$ cat src/rtl/gf163_pkg.sv
// Shared definitions for the digit-serial GF(2^163) multiplier, f(x) = x^163 + x^7 + x^6 + x^3 + 1.
package gf163_pkg;

  localparam int M = 163;

  // Low-order taps of f(x): x^7 + x^6 + x^3 + 1
  localparam logic [M-1:0] F_TAPS = 163'hC9;

  typedef logic [M-1:0] gf_elem_t;

  typedef enum logic [1:0] {
    IDLE = 2'd0,
    RUN  = 2'd1,
    DONE = 2'd2
  } state_t;

  function automatic int ndig(input int d);
    return (M + d - 1) / d;
  endfunction

  function automatic bit d_legal(input int d);
    return (d == 1) || (d == 2) || (d == 4) || (d == 8);
  endfunction

endpackage

$ cat src/rtl/gf163_digit_step.sv
// One Horner step: acc*x^D + a*d, reduced mod f(x) with a single fold of the D overflow bits.
module gf163_digit_step
  import gf163_pkg::*;
#(
  parameter int D = 2
) (
  input  gf_elem_t       i_acc,
  input  gf_elem_t       i_a,
  input  logic [D-1:0]   i_d,
  output gf_elem_t       o_acc
);

  logic [M+D-1:0] w_wide;
  logic [D-1:0]   w_hi;
  gf_elem_t       w_hi_ext;

  always_comb begin
    w_wide = {i_acc, {D{1'b0}}};
    for (int i = 0; i < D; i++) begin
      if (i_d[i]) begin
        w_wide = w_wide ^ ({{D{1'b0}}, i_a} << i);
      end
    end
    w_hi     = w_wide[M+D-1:M];
    w_hi_ext = gf_elem_t'(w_hi);
    // x^M == x^7 + x^6 + x^3 + 1; with D <= 8 the folded bits stay below x^M
    o_acc    = w_wide[M-1:0] ^ w_hi_ext ^ (w_hi_ext << 3) ^ (w_hi_ext << 6) ^ (w_hi_ext << 7);
  end

endmodule

$ cat src/rtl/gf163_mult_seq.sv
// Sequencer/accumulator for the digit-serial GF(2^163) multiplier; walks B MSB digit first.
module gf163_mult_seq
  import gf163_pkg::*;
#(
  parameter int D = 2
) (
  input  logic         clk,
  input  logic         rst_n,
  input  logic         in_valid,
  output logic         in_ready,
  input  logic [M-1:0] in_a,
  input  logic [M-1:0] in_b,
  output logic         out_valid,
  input  logic         out_ready,
  output logic [M-1:0] out_c,
  output logic         busy
);

  localparam int NDIG = ndig(D);
  localparam int NBW  = NDIG * D;
  localparam int CW   = $clog2(NDIG);

  state_t           r_state;
  gf_elem_t         r_a;
  logic [NBW-1:0]   r_b;
  gf_elem_t         r_acc;
  logic [CW-1:0]    r_count;
  logic             r_in_ready;
  logic             r_out_valid;
  logic             r_busy;
  gf_elem_t         w_step;

  gf163_digit_step #(.D(D)) u_step (
    .i_acc (r_acc),
    .i_a   (r_a),
    .i_d   (r_b[NBW-1 -: D]),
    .o_acc (w_step)
  );

  always_ff @(posedge clk) begin
    if (!rst_n) begin
      r_state     <= IDLE;
      r_a         <= '0;
      r_b         <= '0;
      r_acc       <= '0;
      r_count     <= '0;
      r_in_ready  <= 1'b1;
      r_out_valid <= 1'b0;
      r_busy      <= 1'b0;
    end else begin
      case (r_state)
        IDLE: begin
          if (in_valid) begin
            r_a        <= in_a;
            r_b        <= NBW'(in_b);
            r_acc      <= '0;
            r_count    <= CW'(NDIG - 1);
            r_state    <= RUN;
            r_in_ready <= 1'b0;
            r_busy     <= 1'b1;
          end
        end
        RUN: begin
          r_acc <= w_step;
          r_b   <= r_b << D;
          if (r_count == '0) begin
            r_state     <= DONE;
            r_out_valid <= 1'b1;
          end else begin
            r_count <= r_count - 1'b1;
          end
        end
        DONE: begin
          // in_ready returns only on the edge after consumption, so no same-cycle accept
          if (out_ready) begin
            r_state     <= IDLE;
            r_out_valid <= 1'b0;
            r_in_ready  <= 1'b1;
            r_busy      <= 1'b0;
          end
        end
        default: begin
          r_state <= IDLE;
        end
      endcase
    end
  end

  assign in_ready  = r_in_ready;
  assign out_valid = r_out_valid;
  assign busy      = r_busy;
  assign out_c     = r_acc;

endmodule

$ cat config.mk
export PLATFORM = sky130hd
export DESIGN_NAME = gf163_mult_seq
export DESIGN_NICKNAME = d
export VERILOG_FILES = /design/src/rtl/gf163_pkg.sv /design/src/rtl/gf163_digit_step.sv /design/src/rtl/gf163_mult_seq.sv
export SDC_FILE = /design/constraint.sdc
export NUM_CORES = 1
export LEC_CHECK = 0
export ABC_AREA = 1
export CAP_MARGIN = 20
export CORE_MARGIN = 1.5
export CORE_UTILIZATION = 43
export CTS_CLUSTER_SIZE = 28
export DETAILED_ROUTE_END_ITERATION = 7
export PLACE_DENSITY = 0.81
export SETUP_SLACK_MARGIN = 0.4
export SKIP_LAST_GASP = 1
export SLEW_MARGIN = 15
export SYNTH_ARGS = -nofsm -noshare
export SYNTH_HDL_FRONTEND = slang
export SYNTH_HIERARCHICAL = 1
export SYNTH_SLANG_ARGS = --single-unit
$ cat constraint.sdc
create_clock -name clk -period 4.3 [get_ports clk]
set_input_delay 0.43 -clock clk [delete_from_list [all_inputs] [get_ports clk]]
set_output_delay 0.43 -clock clk [all_outputs]
set_load 0.05 [all_outputs]
==> impl_results.html, run 1 <==
<table>
<tr><th>Metric</th><th>Value</th></tr>
<tr><th colspan="2">Route</th></tr>
<tr><td>Number of DRC markers after the initial detailed-route iteration</td><td>1683</td></tr>
<tr><td>ANT nets after route</td><td>0</td></tr>
<tr><td>Detailed-route vias per instance</td><td>5.16</td></tr>
<tr><td>Count of unresolved DRC violations after routing</td><td>0</td></tr>
<tr><td>Routed len/inst</td><td>16.2 µm</td></tr>
<tr><td>Total number of vias</td><td>20830</td></tr>
<tr><td>First-pass detailed-route iteration total</td><td>5</td></tr>
<tr><td>Overall routed net length</td><td>65400 µm</td></tr>
<tr><th colspan="2">STA</th></tr>
<tr><td>Transition time at the pin with the least slew margin</td><td>~1.1 ns</td></tr>
<tr><td>Setup violators final</td><td>0</td></tr>
<tr><td>Max-slew violation count</td><td>0</td></tr>
<tr><td>Shortest period the worst path allows</td><td>2.81 ns</td></tr>
<tr><td>Final period utilization</td><td>between 60% and 70%</td></tr>
<tr><td>RSZ-0062 raised after global routing</td><td>false</td></tr>
<tr><td>Remaining max-slew budget at the tightest pin</td><td>27.9%</td></tr>
<tr><td>Highest attainable clock frequency</td><td>between 300 and 400 MHz</td></tr>
<tr><td>Largest clock skew in the final design</td><td>0.0165 ns</td></tr>
<tr><td>Total Neg Setup Slack</td><td>0 ns</td></tr>
<tr><td>Final hold vios</td><td>0</td></tr>
<tr><th colspan="2">Place</th></tr>
<tr><td>Buffers on Ports</td><td>495</td></tr>
<tr><td>Global placer's final weighted congestion</td><td>about 0.86</td></tr>
<tr><td>HPWL Detailed</td><td>a little over 40000 µm</td></tr>
<tr><td>Area post-placement</td><td>0.0277 mm²</td></tr>
<tr><th colspan="2">Floorplan</th></tr>
<tr><td>I/O pin count</td><td>496</td></tr>
<tr><td>Die area</td><td>around 0.054 mm²</td></tr>
<tr><td>Initial standard-cell utilization of the core</td><td>43.8%</td></tr>
<tr><td>Number of core rows</td><td>83</td></tr>
<tr><td>Chip Width</td><td>232 µm</td></tr>
<tr><td>Core area</td><td>0.0517 mm²</td></tr>
<tr><td>Vertical die dimension</td><td>roughly 230 µm</td></tr>
<tr><th colspan="2">Clock tree</th></tr>
<tr><td>Hold_buf cts</td><td>0</td></tr>
<tr><td>H-tree Lvls</td><td>2</td></tr>
<tr><td>Postcts setup bufs</td><td>0</td></tr>
<tr><td>Buffer levels on the longest clock path</td><td>3</td></tr>
<tr><td>Root Buffer Master</td><td>sky130_fd_sc_hd__clkbuf_16</td></tr>
<tr><td>Clock transition at the registers of the reported paths</td><td>0.06 ns</td></tr>
<tr><td>Cts bufs inserted</td><td>53</td></tr>
<tr><td>Clock latency on the worst-skew pair</td><td>between 0.5 and 0.6 ns</td></tr>
<tr><td>CTS tree</td><td>built</td></tr>
<tr><td>Number of clock sinks seen by CTS</td><td>roughly 500</td></tr>
<tr><td>Count of instances resized after the clock tree is built</td><td>0</td></tr>
<tr><th colspan="2">Setup path</th></tr>
<tr><td>Max stage delay on crit path</td><td>0.64 ns</td></tr>
<tr><td>Sequence of cells on the critical path</td><td>nor2_8 -&gt; inv_4 -&gt; nand2_2 -&gt; inv_8 -&gt; buf_4 -&gt; a21oi_1</td></tr>
<tr><td>Worst-path maximum fanout</td><td>136</td></tr>
<tr><td>CP max-delay cell</td><td>sky130_fd_sc_hd__inv_8</td></tr>
<tr><td>R2R Path End</td><td>r_b[83]</td></tr>
<tr><td>Startpoint kind of the worst setup timing path</td><td>flop</td></tr>
<tr><td>Depth of the worst register-to-register path</td><td>6</td></tr>
<tr><td>Required time at the worst-slack endpoint</td><td>4.76 ns</td></tr>
<tr><td>Data arrival time at the worst-slack endpoint</td><td>3.27 ns</td></tr>
<tr><td>Setup slack on the worst flop-to-flop path</td><td>1.49 ns</td></tr>
<tr><td>Worst reg2reg startpoint</td><td>r_state[1]</td></tr>
<tr><td>Endpoint type of the worst setup path</td><td>flop</td></tr>
<tr><td>Worst Path Class, Setup</td><td>reg -&gt; reg</td></tr>
<tr><th colspan="2">Logic synthesis</th></tr>
<tr><td>Synth Warn #</td><td>6</td></tr>
<tr><td>Post-synthesis instance area</td><td>about 0.023 mm²</td></tr>
<tr><td>Synthesized flop and latch total</td><td>502</td></tr>
<tr><td>Mean instance size in the synthesized netlist</td><td>7.67 µm²</td></tr>
<tr><td>Yosys cell types</td><td>25</td></tr>
<tr><td>Share of the yosys chip area belonging to registers</td><td>between 40% and 50%</td></tr>
<tr><td>Gate count after technology mapping</td><td>~3000</td></tr>
<tr><td>Total nets after synthesis</td><td>about 3300</td></tr>
<tr><th colspan="2">Hold path</th></tr>
<tr><td>Hold Path Origin</td><td>rst_n</td></tr>
<tr><td>Class of the most critical hold timing path</td><td>in -&gt; reg</td></tr>
<tr><td>Worst hold endpoint</td><td>r_b[94]</td></tr>
<tr><td>Number of cells on the worst hold path</td><td>3</td></tr>
<tr><th colspan="2">Run status</th></tr>
<tr><td>Result of the run</td><td>completed</td></tr>
<tr><th colspan="2">Layout</th></tr>
<tr><td>Leading cell type in the layout, fill and taps excluded</td><td>sky130_fd_sc_hd__nand2_1</td></tr>
<tr><td>Signed area change from the synthesized netlist to the final layout</td><td>30.2%</td></tr>
<tr><td>Top library cells by usage in the layout, fill and taps aside</td><td>1023 x sky130_fd_sc_hd__nand2_1, 500 x sky130_fd_sc_hd__dfxtp_1, 494 x sky130_fd_sc_hd__clkdlybuf4s50_1</td></tr>
<tr><td>Final non-filler cell area</td><td>0.0295 mm²</td></tr>
<tr><td>Final net count</td><td>3636</td></tr>
<tr><td>Layout filler cell count</td><td>~4500</td></tr>
<tr><td>Fraction of final layout cells sized beyond drive strength 1</td><td>3.70%</td></tr>
<tr><th colspan="2">GRT</th></tr>
<tr><td>Vias in the first global route</td><td>between 15000 and 20000</td></tr>
<tr><td>GRT met2 Usage</td><td>37.9%</td></tr>
<tr><td>Met3 Resource Use GR</td><td>under 10%</td></tr>
<tr><td>Met1 global-route usage</td><td>29.8%</td></tr>
<tr><td>Combined global-route utilization of all metal layers</td><td>23.2%</td></tr>
<tr><td>Pin count of the biggest net entering global routing</td><td>198</td></tr>
<tr><td>Global-route wire length before repair</td><td>approximately 100000 µm</td></tr>
<tr><td>Overflow left after global routing</td><td>0</td></tr>
<tr><td>Number of antenna violations at the first check in global routing</td><td>10</td></tr>
<tr><td>Busiest layer in global routing</td><td>met2</td></tr>
<tr><th colspan="2">Power</th></tr>
<tr><td>Power Density</td><td>401 mW/mm²</td></tr>
<tr><td>Static power due to leakage</td><td>10.6 nW</td></tr>
<tr><td>Max IR drop VDD</td><td>292 µV</td></tr>
<tr><th colspan="2">Job</th></tr>
<tr><td>Number of max-cap violations</td><td>0</td></tr>
</table>
-- cells in the mapped netlist --
| cell type | number | area [µm²] |
|---|---|---|
| sky130_fd_sc_hd__a21oi_1 | 335 | 1680 |
| sky130_fd_sc_hd__buf_1 | 15 | 56.3 |
| sky130_fd_sc_hd__buf_2 | 104 | 521 |
| sky130_fd_sc_hd__buf_4 | 37 | 278 |
| sky130_fd_sc_hd__buf_6 | 1 | 11.3 |
| sky130_fd_sc_hd__clkbuf_1 | 60 | 225 |
| sky130_fd_sc_hd__dfxtp_1 | 502 | 10000 |
| sky130_fd_sc_hd__ha_1 | 1 | 12.5 |
| sky130_fd_sc_hd__inv_1 | 177 | 664 |
| sky130_fd_sc_hd__inv_2 | 4 | 15.0 |
| sky130_fd_sc_hd__nand2_1 | 1023 | 3840 |
| sky130_fd_sc_hd__nand2_2 | 1 | 6.26 |
| sky130_fd_sc_hd__nand3_1 | 178 | 891 |
| sky130_fd_sc_hd__nand3_2 | 1 | 10.0 |
| sky130_fd_sc_hd__nand3b_1 | 3 | 22.5 |
| sky130_fd_sc_hd__nand4_1 | 3 | 18.8 |
| sky130_fd_sc_hd__nor2_1 | 16 | 60.1 |
| sky130_fd_sc_hd__nor2_8 | 1 | 20.0 |
| sky130_fd_sc_hd__nor3_1 | 1 | 5.00 |
| sky130_fd_sc_hd__o211ai_1 | 1 | 7.51 |
| sky130_fd_sc_hd__o21ai_0 | 3 | 15.0 |
| sky130_fd_sc_hd__o221ai_1 | 161 | 1410 |
| sky130_fd_sc_hd__or2_2 | 1 | 6.26 |
| sky130_fd_sc_hd__xnor2_1 | 318 | 2790 |
| sky130_fd_sc_hd__xor2_1 | 4 | 35.0 |
-- how the worst max path moves through the flow --
stage	startpoint	to	slack [ns]	cells past startpoint
3_3_place_gp	in_valid	r_count[5]	1.51	8
5_1_grt	r_state[1]	r_b[95]	1.30	6
4_1_cts	r_state[1]	r_b[83]	1.49	6
6_report	r_state[1]	r_b[83]	1.49	6
3_5_place_dp	in_valid	r_count[5]	1.48	8
2_1_floorplan	r_count[0]	r_count[5]	2.81	9
-- worst max-delay path, delay by kind of cell (launching register included) --
kind	cells	cell delay [ns]
AO/OA/AOI/OAI	1	0.14
AND/OR/NAND/NOR	2	0.31
flip-flops	1	0.45
buffers and inverters	3	1.68
-- registers in the layout, summed over array words and instances (netlist names) --
name	cells
out_valid	1
r_a	163
r_b	164
out_c	163
in_ready	1
r_count	7
r_state	2
busy	1
-- logic make-up (layout without fill, tap and decap cells) --
family                   Yosys count  count (layout)  share of synthesized area (%)
buffers and inverters            398             795                           7.82
XOR/XNOR                         322             322                           12.5
adder cells (fa/ha/maj)            1               1                         0.0553
AO/OA/AOI/OAI                    500             500                           13.7
AND/OR/NAND/NOR                 1228            1228                           21.6
flip-flops                       502             502                           44.4
other                              0               9                              0
-- report_power, final --
group / total [mW] / switching, mW / internal [mW]
combinational: 1.85 / 1.12 / 0.739
sequential: 5.34 / 0.291 / 5.05
clock: 4.63 / 1.92 / 2.71
-- per-layer routing --
layer  part of all wire (%)  up-vias
li1                       -    10275
met1                     42     9702
met2                     47      703
met3                    6.7      148
met4                    4.0        2
met5                  0.018        -
-- final cells by class --
type                            count  area (µm²)  share of cell area, %
Multi-Input combinational cell   2051       10800                   36.8
Sequential cell                   502       10100                   34.1
Timing Repair Buffer              516        5230                   17.7
Clock buffer                       80        1650                   5.60
Tap cell                          680         851                   2.89
Inverter                          181         694                   2.36
Clock inverter                     18         133                  0.450
Antenna cell                        9        22.5                 0.0764
-- stage by stage --
| stage | hold slack (ns) | instances | setup slack [ns] | power, mW | util [%] |
|---|---|---|---|---|---|
| after floorplan | 0.421 | 2951 | 2.81 | 6.61 | - |
| after global placement | 0.433 | 3930 | 1.51 | 7.24 | 53.5 |
| after detailed placement | 0.436 | 3930 | 1.48 | 7.28 | 53.5 |
| after CTS | 0.232 | 4028 | 1.49 | 11.9 | 57.0 |
| after global routing | 0.256 | 4037 | 1.30 | 12.3 | 57.0 |
| final | 0.262 | 4037 | 1.49 | 11.8 | 57.0 |
Power figures use the tool's default switching activity.
==> inputs of run 2 (changes only) <==
- clock period: 4.3 -> 2.9 ns (I/O delays scaled with it)
==> run 2 against run 1 <==
  * First-iteration DRC count decreased by 2.4%
  * Sequential power is 48% higher
  * Wire length grew 1.6%
  * Highest routed layer unchanged
  * Critical path type is now reg -> out
  * Clock skew is 0.011 ns higher
  * Setup slack got worse by 0.87 ns
  * Global-route usage is 0.34 points higher
  * Flip-flop and latch count stayed put
  * Clock power grew 48%
  * Critical path depth is 5 lower
  * Sequential share of layout area is 0.28 points lower
==> impl_results.html, run 2 (same netlist as run 1, synthesis figures left out) <==
<table>
<tr><th>Metric</th><th>Value</th></tr>
<tr><th colspan="2">Run status</th></tr>
<tr><td>Result of the run</td><td>completed</td></tr>
<tr><th colspan="2">Power</th></tr>
<tr><td>Static power due to leakage</td><td>10.7 nW</td></tr>
<tr><td>Power Density</td><td>593 mW/mm²</td></tr>
<tr><td>Max IR drop VDD</td><td>approximately 470 µV</td></tr>
<tr><th colspan="2">Floorplan</th></tr>
<tr><td>Vertical die dimension</td><td>about 230 µm</td></tr>
<tr><td>Core area</td><td>0.0517 mm²</td></tr>
<tr><td>Chip Width</td><td>232 µm</td></tr>
<tr><td>Number of core rows</td><td>83</td></tr>
<tr><td>Initial standard-cell utilization of the core</td><td>43.8%</td></tr>
<tr><td>Die area</td><td>0.0540 mm²</td></tr>
<tr><td>I/O pin count</td><td>roughly 500</td></tr>
<tr><th colspan="2">Setup path</th></tr>
<tr><td>CP max-delay cell</td><td>sky130_fd_sc_hd__clkdlybuf4s50_1</td></tr>
<tr><td>Startpoint kind of the worst setup timing path</td><td>flop</td></tr>
<tr><td>Number of buffer and inverter stages on the critical path</td><td>1</td></tr>
<tr><td>Max stage delay on crit path</td><td>0.91 ns</td></tr>
<tr><td>Setup slack on the worst flop-to-flop path</td><td>0.96 ns</td></tr>
<tr><td>Sequence of cells on the critical path</td><td>clkdlybuf4s50_1</td></tr>
<tr><td>Worst-path maximum fanout</td><td>7</td></tr>
<tr><td>Data arrival time at the worst-slack endpoint</td><td>~2 ns</td></tr>
<tr><td>Worst Path Class, Setup</td><td>reg -&gt; out</td></tr>
<tr><td>Endpoint type of the worst setup path</td><td>primary output</td></tr>
<tr><td>Top Family by Delay on Critical Path</td><td>buffers and inverters</td></tr>
<tr><td>Required time at the worst-slack endpoint</td><td>2.61 ns</td></tr>
<tr><th colspan="2">GRT</th></tr>
<tr><td>Combined global-route utilization of all metal layers</td><td>23.6%</td></tr>
<tr><td>Pin count of the biggest net entering global routing</td><td>173</td></tr>
<tr><td>Vias in the first global route</td><td>19770</td></tr>
<tr><td>Global-route wire length before repair</td><td>104000 µm</td></tr>
<tr><td>Number of antenna violations at the first check in global routing</td><td>16</td></tr>
<tr><td>Overflow left after global routing</td><td>0</td></tr>
<tr><th colspan="2">STA</th></tr>
<tr><td>Final period utilization</td><td>between 70% and 80%</td></tr>
<tr><td>Transition time at the pin with the least slew margin</td><td>~1.1 ns</td></tr>
<tr><td>Largest clock skew in the final design</td><td>0.0274 ns</td></tr>
<tr><td>Shortest period the worst path allows</td><td>2.27 ns</td></tr>
<tr><td>Remaining max-slew budget at the tightest pin</td><td>26.2%</td></tr>
<tr><td>Setup violators final</td><td>0</td></tr>
<tr><td>Total Neg Setup Slack</td><td>0 ns</td></tr>
<tr><td>Final setup margin</td><td>between 0.6 and 0.7 ns</td></tr>
<tr><td>RSZ-0062 raised after global routing</td><td>false</td></tr>
<tr><td>Max-slew violation count</td><td>0</td></tr>
<tr><td>Final Hold Slack</td><td>0.0773 ns</td></tr>
<tr><td>Highest attainable clock frequency</td><td>440 MHz</td></tr>
<tr><td>Final hold vios</td><td>0</td></tr>
<tr><th colspan="2">Layout</th></tr>
<tr><td>Layout filler cell count</td><td>4544</td></tr>
<tr><td>Fraction of the core area covered by cells at the end of the flow</td><td>57.5%</td></tr>
<tr><td>Fraction of final layout cells sized beyond drive strength 1</td><td>3.84%</td></tr>
<tr><td>Non-filler cells in the finished layout</td><td>approximately 4000</td></tr>
<tr><td>Signed area change from the synthesized netlist to the final layout</td><td>31.3%</td></tr>
<tr><td>Register ranked first by flip-flop count</td><td>r_b</td></tr>
<tr><td>Final net count</td><td>about 3600</td></tr>
<tr><td>Leading cell type in the layout, fill and taps excluded</td><td>sky130_fd_sc_hd__nand2_1</td></tr>
<tr><td>Top library cells by usage in the layout, fill and taps aside</td><td>1023 x sky130_fd_sc_hd__nand2_1, 500 x sky130_fd_sc_hd__dfxtp_1, 494 x sky130_fd_sc_hd__clkdlybuf4s50_1</td></tr>
<tr><td>Combined flip-flop and latch cell area</td><td>0.0101 mm²</td></tr>
<tr><td>Max reg flops</td><td>~160</td></tr>
<tr><td>Area of the multi-input gates</td><td>0.0108 mm²</td></tr>
<tr><th colspan="2">Clock tree</th></tr>
<tr><td>CTS tree</td><td>built</td></tr>
<tr><td>Postcts setup bufs</td><td>0</td></tr>
<tr><td>Buffer levels on the longest clock path</td><td>3</td></tr>
<tr><td>Clock transition at the registers of the reported paths</td><td>0.06 ns</td></tr>
<tr><td>Clock latency on the worst-skew pair</td><td>around 0.60 ns</td></tr>
<tr><td>Count of instances resized after the clock tree is built</td><td>0</td></tr>
<tr><td>Number of clock sinks seen by CTS</td><td>between 500 and 600</td></tr>
<tr><td>H-tree Lvls</td><td>2</td></tr>
<tr><td>Cts bufs inserted</td><td>53</td></tr>
<tr><td>Hold_buf cts</td><td>0</td></tr>
<tr><td>Root Buffer Master</td><td>sky130_fd_sc_hd__clkbuf_16</td></tr>
<tr><th colspan="2">Route</th></tr>
<tr><td>Total number of vias</td><td>~21000</td></tr>
<tr><td>Number of DRC markers after the initial detailed-route iteration</td><td>1643</td></tr>
<tr><td>Routed len/inst</td><td>16.4 µm</td></tr>
<tr><td>First-pass detailed-route iteration total</td><td>5</td></tr>
<tr><td>ANT nets after route</td><td>0</td></tr>
<tr><td>Detailed-route vias per instance</td><td>5.20</td></tr>
<tr><td>Overall routed net length</td><td>66500 µm</td></tr>
<tr><td>Count of unresolved DRC violations after routing</td><td>0</td></tr>
<tr><th colspan="2">Job</th></tr>
<tr><td>Number of max-cap violations</td><td>0</td></tr>
<tr><th colspan="2">Hold path</th></tr>
<tr><td>Class of the most critical hold timing path</td><td>in -&gt; reg</td></tr>
<tr><th colspan="2">Place</th></tr>
<tr><td>Global placer's final weighted congestion</td><td>0.863</td></tr>
<tr><td>Buffers on Ports</td><td>roughly 500</td></tr>
<tr><td>HPWL Detailed</td><td>42400 µm</td></tr>
<tr><td>Number of instances in the placed design</td><td>3941</td></tr>
<tr><td>Pre-CTS setup slack</td><td>0.664 ns</td></tr>
</table>
==> run 2: cell types whose count changed in the layout (fill, tap and decap cells not counted), moves of 2 or more <==
cell / previous run / this run
sky130_fd_sc_hd__clkbuf_1: 8 / 16
sky130_fd_sc_hd__clkinvlp_4: 1 / 3
sky130_fd_sc_hd__inv_6: 5 / 1
sky130_fd_sc_hd__clkbuf_8: 16 / 8
sky130_fd_sc_hd__buf_4: 12 / 10
sky130_fd_sc_hd__clkinv_4: 0 / 2
sky130_fd_sc_hd__buf_12: 9 / 22
sky130_fd_sc_hd__bufinv_16: 1 / 3
sky130_fd_sc_hd__diode_2: 9 / 15
==> run 2: metrics by stage <==
stage,total power [mW],instance area (µm²)
after CTS,17.7,29700
after global routing,18.4,29700
after detailed placement,10.9,27900
after global placement,10.8,27900
final,17.6,29700
after floorplan,9.80,22600
==> run 2: area by class of cell <==
type	instances	share of cell area, %
Clock buffer	79	5.20
Multi-Input combinational cell	2051	36.5
Inverter	181	2.34
Antenna cell	15	0.126
Tap cell	680	2.86
Timing Repair Buffer	527	18.4
Clock inverter	21	0.745
Sequential cell	502	33.8
==> run 2: tightest hold or removal path, cell delays in order <==
cell and delay [ns]:
sky130_fd_sc_hd__buf_8 0.19, sky130_fd_sc_hd__o221ai_1 0.10, sky130_fd_sc_hd__a21oi_1 0.04
==> run 2: path summary, 6_finish.rpt <==
kind | from | end | depth (start not counted)
hold / removal | rst_n | r_b[62] | 3
setup / recovery | out_c[162] | out_c[162] | 1
setup reg to reg | r_b[163] | out_c[102] | 6
hold reg to reg | r_b[30] | r_b[30] | 2
==> run 2: power by group <==
group	total, mW	switching (mW)	leakage [nW]	internal, mW
logic	2.86	1.70	5.72	1.16
registers	7.91	0.414	4.11	7.49
clock network	6.87	2.89	0.865	3.98
==> run 2: layer usage <==
metal | wire (µm) | GRT usage (%)
met1 | 27400 | 29.8
met2 | 31000 | 38.1
met3 | 4780 | 4.52
met4 | 3300 | 12.3
met5 | 12 | 0
==> inputs of run 3 (changes only) <==
- clock period: 2.9 -> 2.1 ns (I/O delays scaled with it)
==> run 3 against run 2 <==
  * Die area unchanged
  * Final cell count up 0.74%
  * Global-route usage up 0.26 points
  * Register-to-register slack worse by 0.45 ns
  * First-iteration DRC count down 7.9%
  * Critical path type unchanged
  * Largest cell class unchanged
  * Wire length up 2.1%
  * Clock-buffer cell count down 4
  * Highest routed layer unchanged
  * Sequential share of layout area down 0.78 points
  * Core utilization up 1.4 points
  * Worst hold slack better by 0.074 ns
==> impl_results.html, run 3 (same netlist as run 1, synthesis figures left out) <==
<table>
<tr><th>Metric</th><th>Value</th></tr>
<tr><th colspan="2">Route</th></tr>
<tr><td>Total number of vias</td><td>around 21000</td></tr>
<tr><td>Routed len/inst</td><td>16.6 µm</td></tr>
<tr><td>ANT nets after route</td><td>0</td></tr>
<tr><td>Number of DRC markers after the initial detailed-route iteration</td><td>approximately 1500</td></tr>
<tr><td>First-pass detailed-route iteration total</td><td>6</td></tr>
<tr><td>Overall routed net length</td><td>67900 µm</td></tr>
<tr><td>Detailed-route vias per instance</td><td>5.23</td></tr>
<tr><td>Count of unresolved DRC violations after routing</td><td>0</td></tr>
<tr><th colspan="2">Clock tree</th></tr>
<tr><td>Root Buffer Master</td><td>sky130_fd_sc_hd__clkbuf_16</td></tr>
<tr><td>H-tree Lvls</td><td>2</td></tr>
<tr><td>CTS tree</td><td>built</td></tr>
<tr><td>Clock transition at the registers of the reported paths</td><td>~0.06 ns</td></tr>
<tr><td>Clock latency on the worst-skew pair</td><td>0.60 ns</td></tr>
<tr><td>Buffer levels on the longest clock path</td><td>3</td></tr>
<tr><td>Number of clock sinks seen by CTS</td><td>between 500 and 600</td></tr>
<tr><td>Cts bufs inserted</td><td>53</td></tr>
<tr><th colspan="2">Layout</th></tr>
<tr><td>Final net count</td><td>3681</td></tr>
<tr><td>Fraction of final layout cells sized beyond drive strength 1</td><td>9.88%</td></tr>
<tr><td>Top library cells by usage in the layout, fill and taps aside</td><td>1023 x sky130_fd_sc_hd__nand2_1, 499 x sky130_fd_sc_hd__dfxtp_1, 334 x sky130_fd_sc_hd__a21oi_1</td></tr>
<tr><td>Max reg flops</td><td>approximately 160</td></tr>
<tr><td>Final non-filler cell area</td><td>about 0.030 mm²</td></tr>
<tr><td>Leading cell type in the layout, fill and taps excluded</td><td>sky130_fd_sc_hd__nand2_1</td></tr>
<tr><td>Register ranked first by flip-flop count</td><td>r_b</td></tr>
<tr><td>Signed area change from the synthesized netlist to the final layout</td><td>34.4%</td></tr>
<tr><td>Non-filler cells in the finished layout</td><td>4086</td></tr>
<tr><th colspan="2">Place</th></tr>
<tr><td>Pre-CTS setup slack</td><td>around 0.22 ns</td></tr>
<tr><td>Global placer's final weighted congestion</td><td>0.878</td></tr>
<tr><td>Number of instances in the placed design</td><td>3968</td></tr>
<tr><td>Area post-placement</td><td>0.0282 mm²</td></tr>
<tr><td>HPWL Detailed</td><td>44500 µm</td></tr>
<tr><td>Buffers on Ports</td><td>495</td></tr>
<tr><th colspan="2">Run status</th></tr>
<tr><td>Result of the run</td><td>completed</td></tr>
<tr><th colspan="2">STA</th></tr>
<tr><td>Transition time at the pin with the least slew margin</td><td>around 0.63 ns</td></tr>
<tr><td>Final setup margin</td><td>0.436 ns</td></tr>
<tr><td>Largest clock skew in the final design</td><td>approximately 0.031 ns</td></tr>
<tr><td>Max-slew violation count</td><td>0</td></tr>
<tr><td>Remaining max-slew budget at the tightest pin</td><td>57.9%</td></tr>
<tr><td>Shortest period the worst path allows</td><td>1.66 ns</td></tr>
<tr><td>Final hold vios</td><td>0</td></tr>
<tr><td>Setup violators final</td><td>0</td></tr>
<tr><td>RSZ-0062 raised after global routing</td><td>true</td></tr>
<tr><td>Total Neg Setup Slack</td><td>0 ns</td></tr>
<tr><td>Highest attainable clock frequency</td><td>roughly 600 MHz</td></tr>
<tr><td>Final period utilization</td><td>79.3%</td></tr>
<tr><th colspan="2">Floorplan</th></tr>
<tr><td>Die area</td><td>~0.054 mm²</td></tr>
<tr><td>Chip Width</td><td>232 µm</td></tr>
<tr><td>Initial standard-cell utilization of the core</td><td>43.8%</td></tr>
<tr><td>Number of core rows</td><td>83</td></tr>
<tr><td>Vertical die dimension</td><td>between 200 and 250 µm</td></tr>
<tr><td>I/O pin count</td><td>496</td></tr>
<tr><td>Core area</td><td>0.0517 mm²</td></tr>
<tr><th colspan="2">Setup path</th></tr>
<tr><td>Number of buffer and inverter stages on the critical path</td><td>1</td></tr>
<tr><td>CP max-delay cell</td><td>sky130_fd_sc_hd__clkdlybuf4s15_2</td></tr>
<tr><td>Worst-path maximum fanout</td><td>3</td></tr>
<tr><td>Sequence of cells on the critical path</td><td>clkdlybuf4s15_2</td></tr>
<tr><td>Data arrival time at the worst-slack endpoint</td><td>1.45 ns</td></tr>
<tr><td>Endpoint type of the worst setup path</td><td>primary output</td></tr>
<tr><td>Required time at the worst-slack endpoint</td><td>1.89 ns</td></tr>
<tr><td>Startpoint kind of the worst setup timing path</td><td>flop</td></tr>
<tr><td>Top Family by Delay on Critical Path</td><td>buffers and inverters</td></tr>
<tr><td>Max stage delay on crit path</td><td>0.45 ns</td></tr>
<tr><td>Worst Path Class, Setup</td><td>reg -&gt; out</td></tr>
<tr><th colspan="2">GRT</th></tr>
<tr><td>Combined global-route utilization of all metal layers</td><td>23.8%</td></tr>
<tr><td>Overflow left after global routing</td><td>0</td></tr>
<tr><td>Number of antenna violations at the first check in global routing</td><td>14</td></tr>
<tr><td>Vias in the first global route</td><td>20002</td></tr>
<tr><td>Pin count of the biggest net entering global routing</td><td>128</td></tr>
<tr><td>Global-route wire length before repair</td><td>between 100000 and 150000 µm</td></tr>
<tr><th colspan="2">Power</th></tr>
<tr><td>Static power due to leakage</td><td>11.0 nW</td></tr>
<tr><td>Power Density</td><td>822 mW/mm²</td></tr>
<tr><td>Max IR drop VDD</td><td>615 µV</td></tr>
<tr><th colspan="2">Job</th></tr>
<tr><td>Number of max-cap violations</td><td>0</td></tr>
<tr><th colspan="2">Hold path</th></tr>
<tr><td>Class of the most critical hold timing path</td><td>in -&gt; reg</td></tr>
</table>
## run 3: worst min-delay path: stages
cell and delay (ns):
sky130_fd_sc_hd__clkdlybuf4s50_1 0.39, sky130_fd_sc_hd__nand2_1 0.07, sky130_fd_sc_hd__nand2_1 0.04
## run 3: final timing paths
check | start | depth (start not counted) | end | slack (ns)
hold / removal | in_a[26] | 3 | r_a[26] | 0.15
setup / recovery | out_c[157] | 1 | out_c[157] | 0.44
setup reg to reg | r_state[0] | 8 | out_c[37] | 0.51
hold reg to reg | r_b[2] | 2 | r_b[2] | 0.45
## run 3: per-layer routing
layer,vias to the layer above,wire [µm],GRT usage (%)
li1,10399,-,-
met1,10047,27700,29.4
met2,767,32800,39.9
met3,164,4350,3.91
met4,2,3020,12.7
met5,-,15,0
## run 3: final cells by class
type	count	area (µm²)
diodes	14	35.0
clock buffers	75	1560
clock inverters	22	297
fillers	4427	21300
inverters	181	699
multi-input cells	2051	10800
flip-flops and latches	502	10100
well taps	680	851
repair buffers	561	6090
## run 3: stage by stage
step	power (mW)	hold WS, ns	util [%]
2_1_floorplan	13.5	0.313	-
3_3_place_gp	15.1	0.433	54.5
3_5_place_dp	15.2	0.436	54.5
4_1_cts	25.1	0.114	58.8
5_1_grt	26.0	0.130	58.8
6_report	25.0	0.151	58.8
## run 3: repair_timing
action | in CTS | in global routing
cloned | 2 | 0
hold endpoints to repair | 26 | 0
hold buffers | 1 | 0
setup endpoints to repair | 201 | 199
setup buffers | 4 | 0
pin swaps | 0 | 0
resized for setup | 500 | 7
## run 3: where the power goes
group / internal, mW / leakage, nW / switching, mW
combinational: 1.76 / 6.00 / 2.41
sequential: 10.3 / 4.11 / 0.582
clock: 5.93 / 0.920 / 3.98
total: 18.0 / 11.0 / 6.97
